[config.mk]
export PLATFORM = sky130hd
export DESIGN_NAME = uart_tx_fifo
export DESIGN_NICKNAME = d
export VERILOG_FILES = /design/src/rtl/soc_uart_pkg.sv /design/src/rtl/sync_fifo.sv /design/src/rtl/uart_tx_fifo.sv
export SDC_FILE = /design/constraint.sdc
export NUM_CORES = 1
export LEC_CHECK = 0
export BUFFER_PORTS_ARGS = -buffer_cell sky130_fd_sc_hd__buf_2
export CORE_ASPECT_RATIO = 0.9
export CORE_MARGIN = 2
export CORE_UTILIZATION = 34
export DETAILED_ROUTE_END_ITERATION = 7
export MAX_ROUTING_LAYER = met4
export PLACE_DENSITY = 0.55
export SYNTH_ARGS = -nofsm -noshare
export SYNTH_HDL_FRONTEND = slang
export SYNTH_HIERARCHICAL = 1
export SYNTH_SLANG_ARGS = --single-unit
[constraint.sdc]
create_clock -name clk -period 3.78 [get_ports clk]
set_input_delay 0.756 -clock clk [delete_from_list [all_inputs] [get_ports clk]]
set_output_delay 0.756 -clock clk [all_outputs]
set_load 0.005 [all_outputs]
[src/rtl/soc_uart_pkg.sv]
// Shared UART definitions: serializer states, LSR bit positions and default bus addresses.
package soc_uart_pkg;

   typedef enum logic [1:0] {
      S_IDLE,
      S_START,
      S_DATA,
      S_STOP
   } tx_state_e;

   localparam int unsigned LSR_THRE = 5;
   localparam int unsigned LSR_TEMT = 6;

   localparam logic [31:0] UART_TX_ADDR_DFLT  = 32'h1000_0000;
   localparam logic [31:0] UART_LSR_ADDR_DFLT = 32'h1000_0005;

   localparam logic [15:0] MIN_BIT_PERIOD = 16'd2;

   function automatic logic [15:0] bit_period(input logic [15:0] d);
      return (d < MIN_BIT_PERIOD) ? MIN_BIT_PERIOD : d;
   endfunction

endpackage

[src/rtl/sync_fifo.sv]
// Single-clock circular FIFO; full/empty derive from the registered occupancy count only.
module sync_fifo #(
   parameter int unsigned WIDTH = 8,
   parameter int unsigned DEPTH = 16
) (
   input  logic                     clk,
   input  logic                     rst,
   input  logic                     push,
   input  logic [WIDTH-1:0]         din,
   input  logic                     pop,
   output logic [WIDTH-1:0]         dout,
   output logic                     full,
   output logic                     empty,
   output logic [$clog2(DEPTH):0]   count
);

   localparam int unsigned AW = $clog2(DEPTH);
   localparam logic [AW:0] CNT_ONE  = 1;
   localparam logic [AW:0] CNT_FULL = DEPTH[AW:0];
   localparam logic [AW-1:0] PTR_ONE = 1;

   logic [WIDTH-1:0] mem_q [DEPTH];
   logic [AW-1:0]    wptr_q, rptr_q;
   logic [AW:0]      count_q;
   logic             do_push, do_pop;

   assign full    = (count_q == CNT_FULL);
   assign empty   = (count_q == '0);
   assign do_push = push && !full;
   assign do_pop  = pop && !empty;
   assign dout    = mem_q[rptr_q];
   assign count   = count_q;

   always_ff @(posedge clk) begin
      if (do_push) mem_q[wptr_q] <= din;
   end

   // Pointers wrap naturally because DEPTH is a power of two.
   always_ff @(posedge clk) begin
      if (rst) begin
         wptr_q  <= '0;
         rptr_q  <= '0;
         count_q <= '0;
      end else begin
         if (do_push) wptr_q <= wptr_q + PTR_ONE;
         if (do_pop)  rptr_q <= rptr_q + PTR_ONE;
         case ({do_push, do_pop})
            2'b10:   count_q <= count_q + CNT_ONE;
            2'b01:   count_q <= count_q - CNT_ONE;
            default: count_q <= count_q;
         endcase
      end
   end

endmodule

[src/rtl/uart_tx_fifo.sv]
// Memory-mapped UART transmitter: bus decode, TX FIFO and 8N1 serializer with back-to-back frames.
module uart_tx_fifo
   import soc_uart_pkg::*;
#(
   parameter logic [31:0] TX_ADDR  = UART_TX_ADDR_DFLT,
   parameter logic [31:0] LSR_ADDR = UART_LSR_ADDR_DFLT,
   parameter int unsigned DEPTH    = 16
) (
   input  logic        clk,
   input  logic        rst,
   input  logic        valid,
   input  logic [31:0] addr,
   input  logic [3:0]  wstrb,
   input  logic [31:0] wdata,
   output logic [31:0] rdata,
   output logic        ready,
   input  logic [15:0] div,
   output logic        tx_out,
   output logic        irq_thre
);

   logic        ready_q, ready_d;
   logic [31:0] rdata_q, rdata_d;
   logic        hit_tx, hit_lsr, push;
   logic [7:0]  lsr;

   logic        fifo_pop, fifo_full, fifo_empty;
   logic [7:0]  fifo_dout;
   logic [$clog2(DEPTH):0] fifo_count;

   tx_state_e   state_q;
   logic        tx_q;
   logic [7:0]  shift_q;
   logic [2:0]  idx_q;
   logic [15:0] cnt_q, period_q;
   logic        bit_done;

   logic        unused_wdata;
   assign unused_wdata = ^wdata[31:8];

   sync_fifo #(
      .WIDTH(8),
      .DEPTH(DEPTH)
   ) u_fifo (
      .clk  (clk),
      .rst  (rst),
      .push (push),
      .din  (wdata[7:0]),
      .pop  (fifo_pop),
      .dout (fifo_dout),
      .full (fifo_full),
      .empty(fifo_empty),
      .count(fifo_count)
   );

   assign hit_tx  = valid && !ready_q && (addr == TX_ADDR)  && (wstrb != '0);
   assign hit_lsr = valid && !ready_q && (addr == LSR_ADDR) && (wstrb == '0);
   assign push    = hit_tx && !fifo_full;

   always_comb begin
      lsr           = '0;
      lsr[LSR_THRE] = fifo_empty;
      lsr[LSR_TEMT] = fifo_empty && (state_q == S_IDLE);
      ready_d       = push || hit_lsr;
      rdata_d       = hit_lsr ? {16'b0, lsr, 8'b0} : '0;
   end

   always_ff @(posedge clk) begin
      if (rst) begin
         ready_q <= 1'b0;
         rdata_q <= '0;
      end else begin
         ready_q <= ready_d;
         rdata_q <= rdata_d;
      end
   end

   assign bit_done = (cnt_q == period_q - 16'd1);
   // The pop coincides with the IDLE/STOP -> START transition so frames chain without a gap.
   assign fifo_pop = !fifo_empty &&
                     ((state_q == S_IDLE) || ((state_q == S_STOP) && bit_done));

   always_ff @(posedge clk) begin
      if (rst) begin
         state_q  <= S_IDLE;
         tx_q     <= 1'b1;
         shift_q  <= '0;
         idx_q    <= '0;
         cnt_q    <= '0;
         period_q <= MIN_BIT_PERIOD;
      end else begin
         case (state_q)
            S_IDLE: begin
               tx_q <= 1'b1;
               if (fifo_pop) begin
                  state_q  <= S_START;
                  tx_q     <= 1'b0;
                  shift_q  <= fifo_dout;
                  period_q <= bit_period(div);
                  cnt_q    <= '0;
               end
            end
            S_START: begin
               if (bit_done) begin
                  state_q <= S_DATA;
                  cnt_q   <= '0;
                  idx_q   <= '0;
                  tx_q    <= shift_q[0];
               end else begin
                  cnt_q <= cnt_q + 16'd1;
               end
            end
            S_DATA: begin
               if (bit_done) begin
                  cnt_q <= '0;
                  if (idx_q == 3'd7) begin
                     state_q <= S_STOP;
                     tx_q    <= 1'b1;
                  end else begin
                     idx_q <= idx_q + 3'd1;
                     tx_q  <= shift_q[idx_q + 3'd1];
                  end
               end else begin
                  cnt_q <= cnt_q + 16'd1;
               end
            end
            S_STOP: begin
               if (bit_done) begin
                  cnt_q <= '0;
                  if (fifo_pop) begin
                     state_q  <= S_START;
                     tx_q     <= 1'b0;
                     shift_q  <= fifo_dout;
                     period_q <= bit_period(div);
                  end else begin
                     state_q <= S_IDLE;
                  end
               end else begin
                  cnt_q <= cnt_q + 16'd1;
               end
            end
            default: begin
               state_q <= S_IDLE;
               tx_q    <= 1'b1;
            end
         endcase
      end
   end

   assign ready    = ready_q;
   assign rdata    = rdata_q;
   assign tx_out   = tx_q;
   assign irq_thre = (fifo_count == '0);

endmodule
# --- Yosys cells after proc, flatten, opt, wreduce, memory -nomap -nowiden ---
# Memory sizes are Yosys's and may differ from the RTL's. A register that Yosys moved wholly into a read port is not among the register bits.
# Index checks and enable logic that the tools add are counted.
totals:
  register_bits: 92
  ramBits: 128
  output_inout_bits: 35
  elab_cells: 104
  n_memories: 1
op_classes:
  add_sub_neg: 7
  order_cmp: 2
  eq_ne: 17
  n_mux: 35
  n_bitwise: 1
  reduce_logical: 29
mem_list:
  columns: ["memory", "words", "word_bits", "rd", "rd_clocked_by_memory_dff", "write_ports", "line_no", "source"]
  rows:
  - ["u_fifo.mem_q", 16, 8, 1, 1, 1, "sync_fifo.sv:22", "logic [WIDTH-1:0] mem_q [DEPTH];"]
op_table:
  columns: ["op", "n"]
  rows:
  - ["$mux W16", 5]
  - ["$eq A32 B29 Y1 const B", 2]
  - ["$pmux W16 S2", 2]
  - ["$add A16 B1 Y16 const B", 1]
  - ["$eq A16 B16 Y1", 1]
  - ["$lt A16 B2 Y1 const B", 1]
  - ["$mux W8", 2]
  - ["$pmux W8 S2", 1]
  - ["$sub A16 B1 Y16 const B", 1]
  - ["$logic_and A1 B1 Y1", 11]
  - ["$mux W1", 10]
  - ["$mux W2", 5]
  - ["$ne A2 B2 Y1 const B", 5]
  - ["$pmux W5 S2", 1]
  - ["$mux W3", 3]
  - ["$add A4 B1 Y4 const B", 2]
  - ["$mux W4", 2]
  - ["$pmux W2 S4", 1]
  - ["$reduce_and A4 Y1", 2]
  - ["$eq A2 B2 Y1 const B", 3]
  - ["$pmux W3 S2", 1]
  - ["$reduce_bool A2 Y1", 3]
  - ["$add A5 B1 Y5 const B", 1]
  - ["$eq A5 B5 Y1 const B", 1]
  - ["19 further kinds", 24]

# --- Longest topological paths before layout ---
# Gate-level depths: netlist (run 1).
logic_depth:
  word_depth: 8
  mapped_depth: 20
  ltp_nobuf: 18

# --- Cells and area by module ---
# Netlist (run 1), hierarchy kept.
modules_own_cells:
  columns: ["mod", "n_inst", "cells_each", "area_each_um2", "seq_area_each_um2"]
  rows:
  - ["sync_fifo", 1, 330, 5891.9, 4184.0]
  - ["uart_tx_fifo", 1, 395, 3324.4, 980.9]

# --- Worst setup path after synthesis (run 1) ---
# OpenSTA, ideal clock, no wires.
synth_timing:
  path_type: "flip-flop to flip-flop"
  from: "reg period_q[3]"
  to: "reg u_fifo.count_q[4], in the netlist u_fifo/count[4]"
  setup_ps: 129
  t_arrival_ps: 3772
  required_time_ps: 3651
  path_slack_ps: -122
  stages_incl_launch_ff: 18
  n_path_buf: 2
  cell_sequence: "dfxtp_1 -> buf_6 -> or4_4 -> or4_1 -> a221o_1 -> a21boi_1 -> nand4b_2 -> nor3_2 -> o21ba_1 -> o21ai_4 -> inv_1 -> ha_1 -> clkbuf_1 -> xor2_1 -> ha_1 -> o31ai_1 -> o22ai_1 -> nand4bb_1"
synth_between:
  elab_chain_cells: 8
synth_lines:
  columns: ["element", "line_no", "source"]
  rows:
  - ["start, declared", "uart_tx_fifo.sv:35", "logic [15:0] cnt_q, period_q;"]
  - ["start signal, assigned", "uart_tx_fifo.sv:99", "period_q <= bit_period(div);"]
  - ["start signal, assigned", "uart_tx_fifo.sv:134", "period_q <= bit_period(div);"]
  - ["$sub A16 B1 Y16 (*)", "uart_tx_fifo.sv:78", "assign bit_done = (cnt_q == period_q - 16'd1);"]
  - ["$eq A16 B16 Y1 (*)", "uart_tx_fifo.sv:78", null]
  - ["$logic_and A1 B1 Y1 (*)", "uart_tx_fifo.sv:81", "((state_q == S_IDLE) || ((state_q == S_STOP) && bit_done));"]
  - ["$logic_or A1 B1 Y1 (*)", "uart_tx_fifo.sv:81", null]
  - ["$logic_and A1 B1 Y1 (*)", "uart_tx_fifo.sv:80", "assign fifo_pop = !fifo_empty &&"]
  - ["named net fifo_pop", "uart_tx_fifo.sv:27", "logic fifo_pop, fifo_full, fifo_empty;"]
  - ["$logic_and A1 B1 Y1 (*)", "sync_fifo.sv:30", "assign do_pop = pop && !empty;"]
  - ["named net u_fifo.do_pop", "sync_fifo.sv:25", "logic do_push, do_pop;"]
  - ["$eq A2 B1 Y1 or $eq A2 B2 Y1 (tied branches)", "sync_fifo.sv:47", "case ({do_push, do_pop})"]
  - ["$pmux W5 S2 or $reduce_bool A2 Y1 (tied branches)", null, null]
  - ["end signal, assigned", "sync_fifo.sv:48", "2'b10: count_q <= count_q + CNT_ONE;"]
  - ["end signal, assigned", "sync_fifo.sv:49", "2'b01: count_q <= count_q - CNT_ONE;"]
  - ["end signal, assigned", "sync_fifo.sv:50", "default: count_q <= count_q;"]
  - ["end, declared", "sync_fifo.sv:24", "logic [AW:0] count_q;"]
# The timed path passes the listed nets; every way through them passes the cells marked *.
# A chain may end at the register's enable or synchronous reset.

# --- Worst setup path after layout (run 1) ---
# Ends and elaborated chain as after synthesis.

==> results.yml, run 1 <==
synthesis:
  synth_most_common_cell: "edfxtp_1"
  syn_avg_cell_area_sq_um: 12.7
  netlist_instances: 725
  synth-async-reset-ratio_pct: 0
  synthesis.yosys.warnings: 6
  post_synth_instance_area_sq_um: 9220
  top_cells_by_instance_count_after_synthesis: "128 x edfxtp_1, 71 x nor2_1, 66 x dfxtp_1, 35 x nand2_1, 34 x mux4_2"
  yosys.cell_types.count: 78
  synth-edff-count: 128
  synthDominantCellAreaShare_pct: 41.7
  synth.area.top_cells: "edfxtp_1 42%, dfxtp_1 14%, mux4_2 8.3%"
  synth-main-ff-cell: "edfxtp_1"
  synth-seq-cells: 194
  synthDominantAreaCellType: "edfxtp_1"
  seq_area_frac_synth_pct: 56.0
floorplanning:
  start_util_pct: 34.4
  core_sq_um: 26800
  io_pins: 122
  fp.dieW_um: 178
  placementRows: 57
  dieArea_sq_um: 28400
  fp.dieH_um: 160
sta:
  fin_setup_tns_ns: 0
  slew-limit-headroom_pct: 48.5
  setup_violations: 0
  final.setup.worst_slack_ns: 0.0847
  least_margin_pin_slew_ns: 0.773
  final_count_of_pins_violating_max_slew: 0
  timing.final.hold_violations: 0
  timing.fmax_ghz: 0.271
  fin_hold_ws_ns: 0.468
  period_share_pct: 97.8
  layout_min_cycle_time_ns: 3.70
  clock-skew-final_ns: 0.0139
place:
  dp_slack_ns: 0.0214
  placed_cells_incl_taps: 1154
  placement.io_buffers: 67
  dpl.hpwl_um: 13800
  gp_congestion: 0.770
  place_area_sq_um: 10000
power:
  clk_pwr_share_pct: 42.4
  seqPwrFrac_pct: 50.7
  switching_share_pct: 26.1
  post-layout-total-power_mw: 4.49
  ir_worst_vdd_mv: 0.306
  internal_power_mw: 3.32
  pwr-share-comb_pct: 7.0
  leakage_nw: 4.04
  p_per_area_nw_per_um2: 416
  power_switching_mw: 1.17
worst_setup_path:
  crit_required_ns: 4.09
  setup.worst_path.class: "flip-flop to flip-flop"
  launching_point_of_the_worst_reg2reg_path: "period_q[3]"
  cp.arrival_ns: 4.01
  critical-path-max-stage-delay_ns: 0.56
  start_kind: "flip-flop"
  timing.critical_path.mode_cell: "ha_4"
  source_of_the_critical_timing_path: "period_q[3]"
  worst_path_max_delay_cell: "or4_4"
  worstPathMaxFanout: 4
  critical_path.cell_chain: "or4_4 > or4_1 > a221o_1 > a21boi_4 > nand4b_4 > nor3_4 > o21ba_4 > o21ai_4 > inv_2 > ha_4 > xor2_2 > ha_4 > o31ai_4 > o22ai_1 > nand4bb_1"
  worst_setup_path_end_kind: "flip-flop"
final_layout:
  post-route-util_pct: 40.3
  drive_gt1_share_pct: 26.0
  diodes: 0
  final_nets: 927
  n_fill_cell: 2552
  syn2layout_area_growth_pct: 17.2
  non_filler_cells_final: 1190
  layout.cell_area.non_filler_sq_um: 10800
min_path:
  worstHoldPathType: "flip-flop to flip-flop"
  holdCritStartpoint: "idx_q[1]"
clocking:
  path_clk_slew_ns: 0.08
  tritoncts_clock_tree: "yes"
  cts-root-buf: "clkbuf_16"
  clk_latency_ns: 0.44
  numCtsBuffers: 17
  clock_sink_count: 194
  htree_levels: 4
  cts_max_path_buffers: 2
detailed_routing:
  first_iter_violations: 387
  via_count: 5989
  detail-route-antenna-nets: 0
  total_wirelength_of_the_detailed_routed_design_um: 20100
  detail_route.drc_violations: 0
  post_drt_wl_per_cell_um: 16.9
  route.detailed.vias_per_inst: 5.03
  first_pass_iters: 5
grt:
  vias_in_the_first_global_route: 5896
  grt_max_degree: 42
  grt_first_pass_wirelength_um: 31500
  antenna_found_initial: 0
  grt_usage_pct: 14.8
  grt_remaining_overflow: 0
outcome:
  result_of_the_run: "finished clean"
job:
  max_cap_viol_count: 0
-- power by group through the flow --
stage	Combinational [mW]	Sequential, mW	Clock, mW
finish	0.313	2.28	1.90
detailed placement	0.312	2.33	0
global placement	0.306	2.33	0
floorplan	0.207	2.32	0
global route	0.351	2.28	2.04
CTS	0.315	2.28	1.95
-- cell families after synthesis --
kind of cell | Yosys count | synth area share, %
other cells | 1 | 0.0407
mux | 65 | 11.7
simple gates | 235 | 13.8
buf+inv | 83 | 5.28
fa+ha+maj | 17 | 2.31
xor+xnor | 23 | 2.35
compound gates | 107 | 8.46
flops | 194 | 56.0
-- routing by layer --
metal,vias to the layer above,track usage (%),wire [um]
li1,2879,-,-
met1,2973,19.5,9450
met2,123,23.6,9720
met3,14,3.02,721
met4,0,3.46,210
met5,-,-,0
-- what timing repair did --
action / in CTS / in global routing
endpoints found under the setup margin: 1 / 3
pin swaps: 0 / 9
gates resized for setup: 1 / 17
setup buffers: 0 / 4
hold buffers: 0 / 0
-- worst paths after layout --
kind	end	slack, ns	depth (start not counted)
worst max-delay path	u_fifo/count[4]	0.08	15
worst min register to register	idx_q[1]	0.47	2
worst min-delay path	idx_q[1]	0.47	2
worst max register to register	u_fifo/count[4]	0.08	15
-- worst max-delay path: cells and delay by family (launching register included) --
family                     cells  cell delay [ns]
xor gates and xnor gates       1             0.16
DFF                            1             0.32
buffers and inverters          1             0.06
AOI/OAI and AO/OA              6             1.16
and+or+nand+nor                5             1.48
adders and majority gates      2             0.37
-- layout make-up --
class	instances	area, sq um	area share [%]
well taps	354	443	4.10
clock inverters	15	221	2.05
repair buffers	117	714	6.61
clock buffers	17	425	3.94
multi-input cells	477	3770	34.9
flip-flops and latches	194	5170	47.8
inverters	16	60.1	0.556
-- flip-flops by register name, indices dropped and copies added (netlist names), named ones only --
name and count:
cnt_q 16, u_fifo/wptr_q 4, state_q 2, u_fifo/mem_q 128, shift_q 8, tx_out 1, ready 1, period_q 16
idx_q 3, u_fifo/count 5, u_fifo/rptr_q 4, rdata 2
-- cell usage in the layout, fill, tap and decap left out, types with 5 or more instances in the layout --
cell         n
conb_1      30
inv_1       14
nor4_1      13
buf_4       49
nand3_1      8
inv_12       8
or4_1        7
nor3_1      18
nand4_1      9
a22oi_1     21
mux4_2      34
or3_1        6
ha_1        13
nor2_1      71
mux2i_1     30
buf_2       67
nand3b_1    12
xnor2_1     10
xor2_1      11
nor2b_1     10
o21ai_0      8
edfxtp_1   128
nand2_1     35
nand2b_1     5
o21ai_1     13
clkbuf_16   17
and3_1      14
and2_1       5
dfxtp_1     64
a21oi_1     18
(Power assumes the default switching activity.)
==> run 2, diff against run 1 <==
RECOVER_POWER = 50   (was unset)
==> run 2 against run 1 <==
Net effect:
- sequential share of layout area increased by 0.23 points
- first-iteration DRC count decreased by 1.0%
- non-clock buffer count unchanged
- critical path depth unchanged
- register-to-register slack about the same
- global-route usage unchanged
- clock-buffer cell count unchanged
- combinational power about the same
- design area decreased by 0.49%
- critical path type unchanged
- largest cell class unchanged
==> results.yml, run 2 (synthesized netlist as in run 1, its figures left out) <==
sta:
  layout_min_cycle_time_ns: 3.68
  final_count_of_pins_violating_max_slew: 0
  slew-limit-headroom_pct: 47.2
  setup_violations: 0
  timing.final.hold_violations: 0
  clock-skew-final_ns: 0.0144
  period_share_pct: 97.5
  timing.fmax_ghz: 0.271
  final.setup.worst_slack_ns: 0.0957
  least_margin_pin_slew_ns: 0.792
  fin_setup_tns_ns: 0
grt:
  grt_remaining_overflow: 0
  antenna_found_initial: 0
  gr-usage-met2_pct: 23.6
  vias_in_the_first_global_route: 5896
  use_met3_pct: 3.02
  groute.layer.met1.usage_pct: 19.5
  grt_max_degree: 42
  grt_usage_pct: 14.8
  grt_first_pass_wirelength_um: 31500
  grt-busiest-layer: "met2"
place:
  dp_slack_ns: 0.0214
  placement.io_buffers: 67
  dpl.hpwl_um: 13800
  gp_congestion: 0.770
  placed_cells_incl_taps: 1154
final_layout:
  drive_gt1_share_pct: 23.6
  final_common_cell: "edfxtp_1"
  layout.cells.most_common_list: "128 x edfxtp_1, 71 x nor2_1, 64 x dfxtp_1"
  largest-register: "u_fifo/mem_q"
  largestRegisters: "u_fifo/mem_q x128, cnt_q x16, period_q x16"
  final_nets: 927
  largest_register_ffs: 128
  syn2layout_area_growth_pct: 16.7
  non_filler_cells_final: 1190
  post-route-util_pct: 40.1
  diodes: 0
job:
  max_cap_viol_count: 0
detailed_routing:
  total_wirelength_of_the_detailed_routed_design_um: 20100
  first_iter_violations: 383
  detail_route.drc_violations: 0
  detail-route-antenna-nets: 0
  route.detailed.vias_per_inst: 5.01
  first_pass_iters: 5
  via_count: 5959
  post_drt_wl_per_cell_um: 16.9
power:
  ir_worst_vdd_mv: 0.307
  post-layout-total-power_mw: 4.49
  leakage_nw: 3.98
  p_per_area_nw_per_um2: 418
worst_setup_path:
  worst_setup_path_end_kind: "flip-flop"
  worst_r2r_endpoint: "u_fifo/count[4]"
  r2r.worst_path.cells: 15
  cp.arrival_ns: 4.00
  reg2reg_slack_ns: 0.1
  start_kind: "flip-flop"
  setup.worst_path.class: "flip-flop to flip-flop"
  launching_point_of_the_worst_reg2reg_path: "period_q[3]"
  crit_required_ns: 4.09
  worstPathMaxFanout: 4
floorplanning:
  dieArea_sq_um: 28400
  fp.dieW_um: 178
  fp.dieH_um: 160
  placementRows: 57
  io_pins: 122
  core_sq_um: 26800
  start_util_pct: 34.4
clocking:
  cts-root-buf: "clkbuf_16"
  clock_sink_count: 194
  path_clk_slew_ns: 0.08
  clk_latency_ns: 0.44
  cts_max_path_buffers: 2
  htree_levels: 4
  tritoncts_clock_tree: "yes"
  numCtsBuffers: 17
min_path:
  worst_hold_path_cell_count: 2
  hold-path-endpoint: "idx_q[1]"
  worstHoldPathType: "flip-flop to flip-flop"
  holdCritStartpoint: "idx_q[1]"
outcome:
  result_of_the_run: "finished clean"
[run 2: changes by cell type in the layout (fill, tap and decap cells not counted), sizes merged]
cell and change:
clkbuf +18, buf -18
[run 2: layout make-up]
type                            count  area [sq um]
Fill cell                        2561         16100
Sequential cell                   194          5170
Multi-Input combinational cell    477          3760
Timing Repair Buffer              117           679
Tap cell                          354           443
Clock buffer                       17           425
Clock inverter                     15           221
Inverter                           16          60.1
[run 2: timing repair]
| action | CTS | global route |
|---|---|---|
| gates resized for setup | 1 | 17 |
| hold buffers | 0 | 0 |
| setup buffers | 0 | 4 |
| endpoints found under the setup margin | 1 | 3 |
| hold endpoints to repair | 0 | 0 |
| pin swaps | 0 | 9 |
[run 2: worst max path at each step]
| stage | from | endpoint |
|---|---|---|
| global placement | period_q[3] | u_fifo/count[4] |
| floorplan | period_q[3] | u_fifo/count[4] |
| global route | period_q[3] | u_fifo/count[4] |
| finish | period_q[3] | u_fifo/count[4] |
| detailed placement | period_q[3] | u_fifo/count[4] |
| CTS | period_q[3] | u_fifo/count[4] |
[run 2: metrics by stage]
stage	hold WS, ns	instance area, sq um
after global placement	0.444	10000
after detailed placement	0.456	10000
final	0.468	10800
after global routing	0.500	10800
after CTS	0.468	10700
after floorplan	0.436	9340
[run 2: critical path, cell delays in order, from the launching register on]
cell and delay (ns):
dfxtp_2 0.32, or4_4 0.56, or4_1 0.53, a221o_1 0.35, a21boi_4 0.15, nand4b_4 0.12
nor3_4 0.06, o21ba_4 0.23, o21ai_4 0.06, inv_2 0.06, ha_4 0.18, xor2_2 0.16
ha_4 0.20, o31ai_4 0.23, o22ai_1 0.12, nand4bb_1 0.21
[run 2: power by group]
| group | switching [mW] | internal (mW) |
|---|---|---|
| Sequential | 0.0122 | 2.26 |
| Combinational | 0.200 | 0.110 |
| Clock | 0.962 | 0.940 |
| Total | 1.17 | 3.32 |
[run 2: layer usage]
layer	up-vias	share of wire (%)
li1	2878	-
met1	2966	47
met2	103	49
met3	12	3.6
met4	0	0.95
met5	-	0
==> run 3, diff against run 2 <==
GPL_TIMING_DRIVEN = 0   (was unset)
MAX_ROUTING_LAYER = unset   (was met4)
==> run 3 against run 2 <==
Net effect:
- design area up 2.3%
- via count up 3.5%
- critical path depth up 3
- register-to-register slack about the same
- critical path type unchanged
- highest routed layer unchanged
==> results.yml, run 3 (synthesized netlist as in run 1, its figures left out) <==
worst_setup_path:
  worstPathMaxFanout: 5
  worst_r2r_endpoint: "u_fifo/count[4]"
  launching_point_of_the_worst_reg2reg_path: "period_q[4]"
  start_kind: "flip-flop"
  r2r.worst_path.cells: 18
  worst_setup_path_end_kind: "flip-flop"
  crit_required_ns: 4.10
  setup.worst_path.class: "flip-flop to flip-flop"
  cp.arrival_ns: 4.00
  reg2reg_slack_ns: 0.10
detailed_routing:
  first_pass_iters: 5
  via_count: 6168
  route.detailed.vias_per_inst: 5.06
  post_drt_wl_per_cell_um: 17.3
  detail_route.drc_violations: 0
  total_wirelength_of_the_detailed_routed_design_um: 21100
  detail-route-antenna-nets: 0
  first_iter_violations: 410
clocking:
  path_clk_slew_ns: 0.08
  htree_levels: 4
  clock_sink_count: 194
  tritoncts_clock_tree: "yes"
  cts_max_path_buffers: 2
  clk_latency_ns: 0.45
  numCtsBuffers: 17
  cts-root-buf: "clkbuf_16"
  cts.hold.buffers_added: 0
power:
  p_per_area_nw_per_um2: 419
  leakage_nw: 4.11
  ir_worst_vdd_mv: 0.341
  post-layout-total-power_mw: 4.61
sta:
  fin_setup_tns_ns: 0
  period_share_pct: 97.3
  layout_min_cycle_time_ns: 3.68
  grt_setup_unrepaired: "yes"
  clock-skew-final_ns: 0.0145
  least_margin_pin_slew_ns: 1.28
  fin_hold_ws_ns: 0.464
  timing.final.hold_violations: 0
  slew-limit-headroom_pct: 14.2
  timing.fmax_ghz: 0.272
  final_count_of_pins_violating_max_slew: 0
  setup_violations: 0
floorplanning:
  io_pins: 122
  start_util_pct: 34.4
  dieArea_sq_um: 28400
  fp.dieH_um: 160
  fp.dieW_um: 178
  core_sq_um: 26800
  placementRows: 57
grt:
  grt_max_degree: 26
  grt_first_pass_wirelength_um: 32300
  grt_remaining_overflow: 0
  grt_usage_pct: 15.0
  antenna_found_initial: 0
  vias_in_the_first_global_route: 5772
job:
  max_cap_viol_count: 0
final_layout:
  largest_register_ffs: 128
  layout.cells.most_common_list: "128 x edfxtp_1, 71 x nor2_1, 60 x buf_2, 60 x dfxtp_1, 45 x buf_4"
  diodes: 0
  drive_gt1_share_pct: 25.3
  post-route-util_pct: 41.0
  final_nets: 957
  final_common_cell: "edfxtp_1"
  largestRegisters: "u_fifo/mem_q x128, cnt_q x16, period_q x16"
  multi_input_comb_area_sq_um: 3800
  syn2layout_area_growth_pct: 19.4
  largest-register: "u_fifo/mem_q"
  layout.area.seq_sq_um: 5180
  n_fill_cell: 2514
min_path:
  hold-path-endpoint: "idx_q[2]"
  holdCritStartpoint: "idx_q[2]"
  worst_hold_path_cell_count: 2
  worstHoldPathType: "flip-flop to flip-flop"
outcome:
  result_of_the_run: "finished clean"
place:
  gp_congestion: 0.809
  dpl.hpwl_um: 14300
  placement.io_buffers: 66
run 3: cell count changes in the layout (fill, tap and decap cells not counted), moves of 3 or more:
cell	change
dfxtp_1	-4
buf_2	+6
dfxtp_4	+3
buf_6	+3
buf_1	+3
clkbuf_1	+13
run 3: where the power goes:
group	internal, mW	total, mW	leakage [nW]	switching [mW]
Sequential	2.26	2.28	1.68	0.0136
Clock	0.961	1.99	0.319	1.03
Combinational	0.136	0.348	2.11	0.212
Total	3.36	4.61	4.11	1.25
run 3: through the flow:
stage	worst slack [ns]	cells	instance area, sq um
after detailed placement	-0.482	1174	10100
after global routing	-0.0707	1220	11000
after floorplan	0.0176	754	9340
after CTS	0.0117	1217	11000
after global placement	-0.469	1174	10100
final	0.101	1220	11000
run 3: layout make-up:
class / instances / share of cell area (%)
plain buffers: 65 / 3.84
clock buffers: 17 / 3.87
clock inverters: 15 / 2.17
inverters: 16 / 0.546
multi-input cells: 477 / 34.5
flip-flops and latches: 194 / 47.1
well taps: 354 / 4.03
repair buffers: 82 / 3.95
run 3: worst max-delay path by stage:
stage / slack [ns] / from / to
2_1_floorplan: 0.02 / period_q[3] / u_fifo/count[4]
6_report: 0.10 / period_q[4] / u_fifo/count[4]
5_1_grt: -0.07 / period_q[0] / u_fifo/count[4]
3_5_place_dp: -0.48 / period_q[0] / u_fifo/count[4]
4_1_cts: 0.01 / period_q[0] / u_fifo/count[4]
3_3_place_gp: -0.47 / period_q[0] / u_fifo/count[4]
run 3: per-layer routing:
| metal | track usage, % | vias up | part of all wire (%) |
|---|---|---|---|
| li1 | - | 2961 | - |
| met2 | 23.9 | 133 | 47 |
| met3 | 2.33 | 16 | 4.0 |
| met1 | 21.4 | 3058 | 48 |
| met5 | 0 | - | 0 |
| met4 | 3.73 | 0 | 0.98 |
run 3: worst max-delay path, cell delays in order, from the launching register on:
cell       delay, ns
dfxtp_4         0.35
buf_4           0.15
nor4_4          0.31
nand3_2         0.11
or4_1           0.47
a22o_1          0.26
a2bb2oi_4       0.24
nor3_4          0.07
o21ba_4         0.23
o21ai_4         0.06
inv_2           0.06
ha_4            0.17
clkbuf_8        0.15
xor2_1          0.15
ha_2            0.28
nand2_2         0.09
o21ai_4         0.15
nor3_1          0.06
nand4bb_1       0.18
run 3: what timing repair did:
action	in CTS	in global routing
pin swaps	11	5
cloned	1	0
endpoints found under the hold margin	0	0
gates resized for setup	23	11
buffers inserted	12	2
setup endpoints to repair	5	2
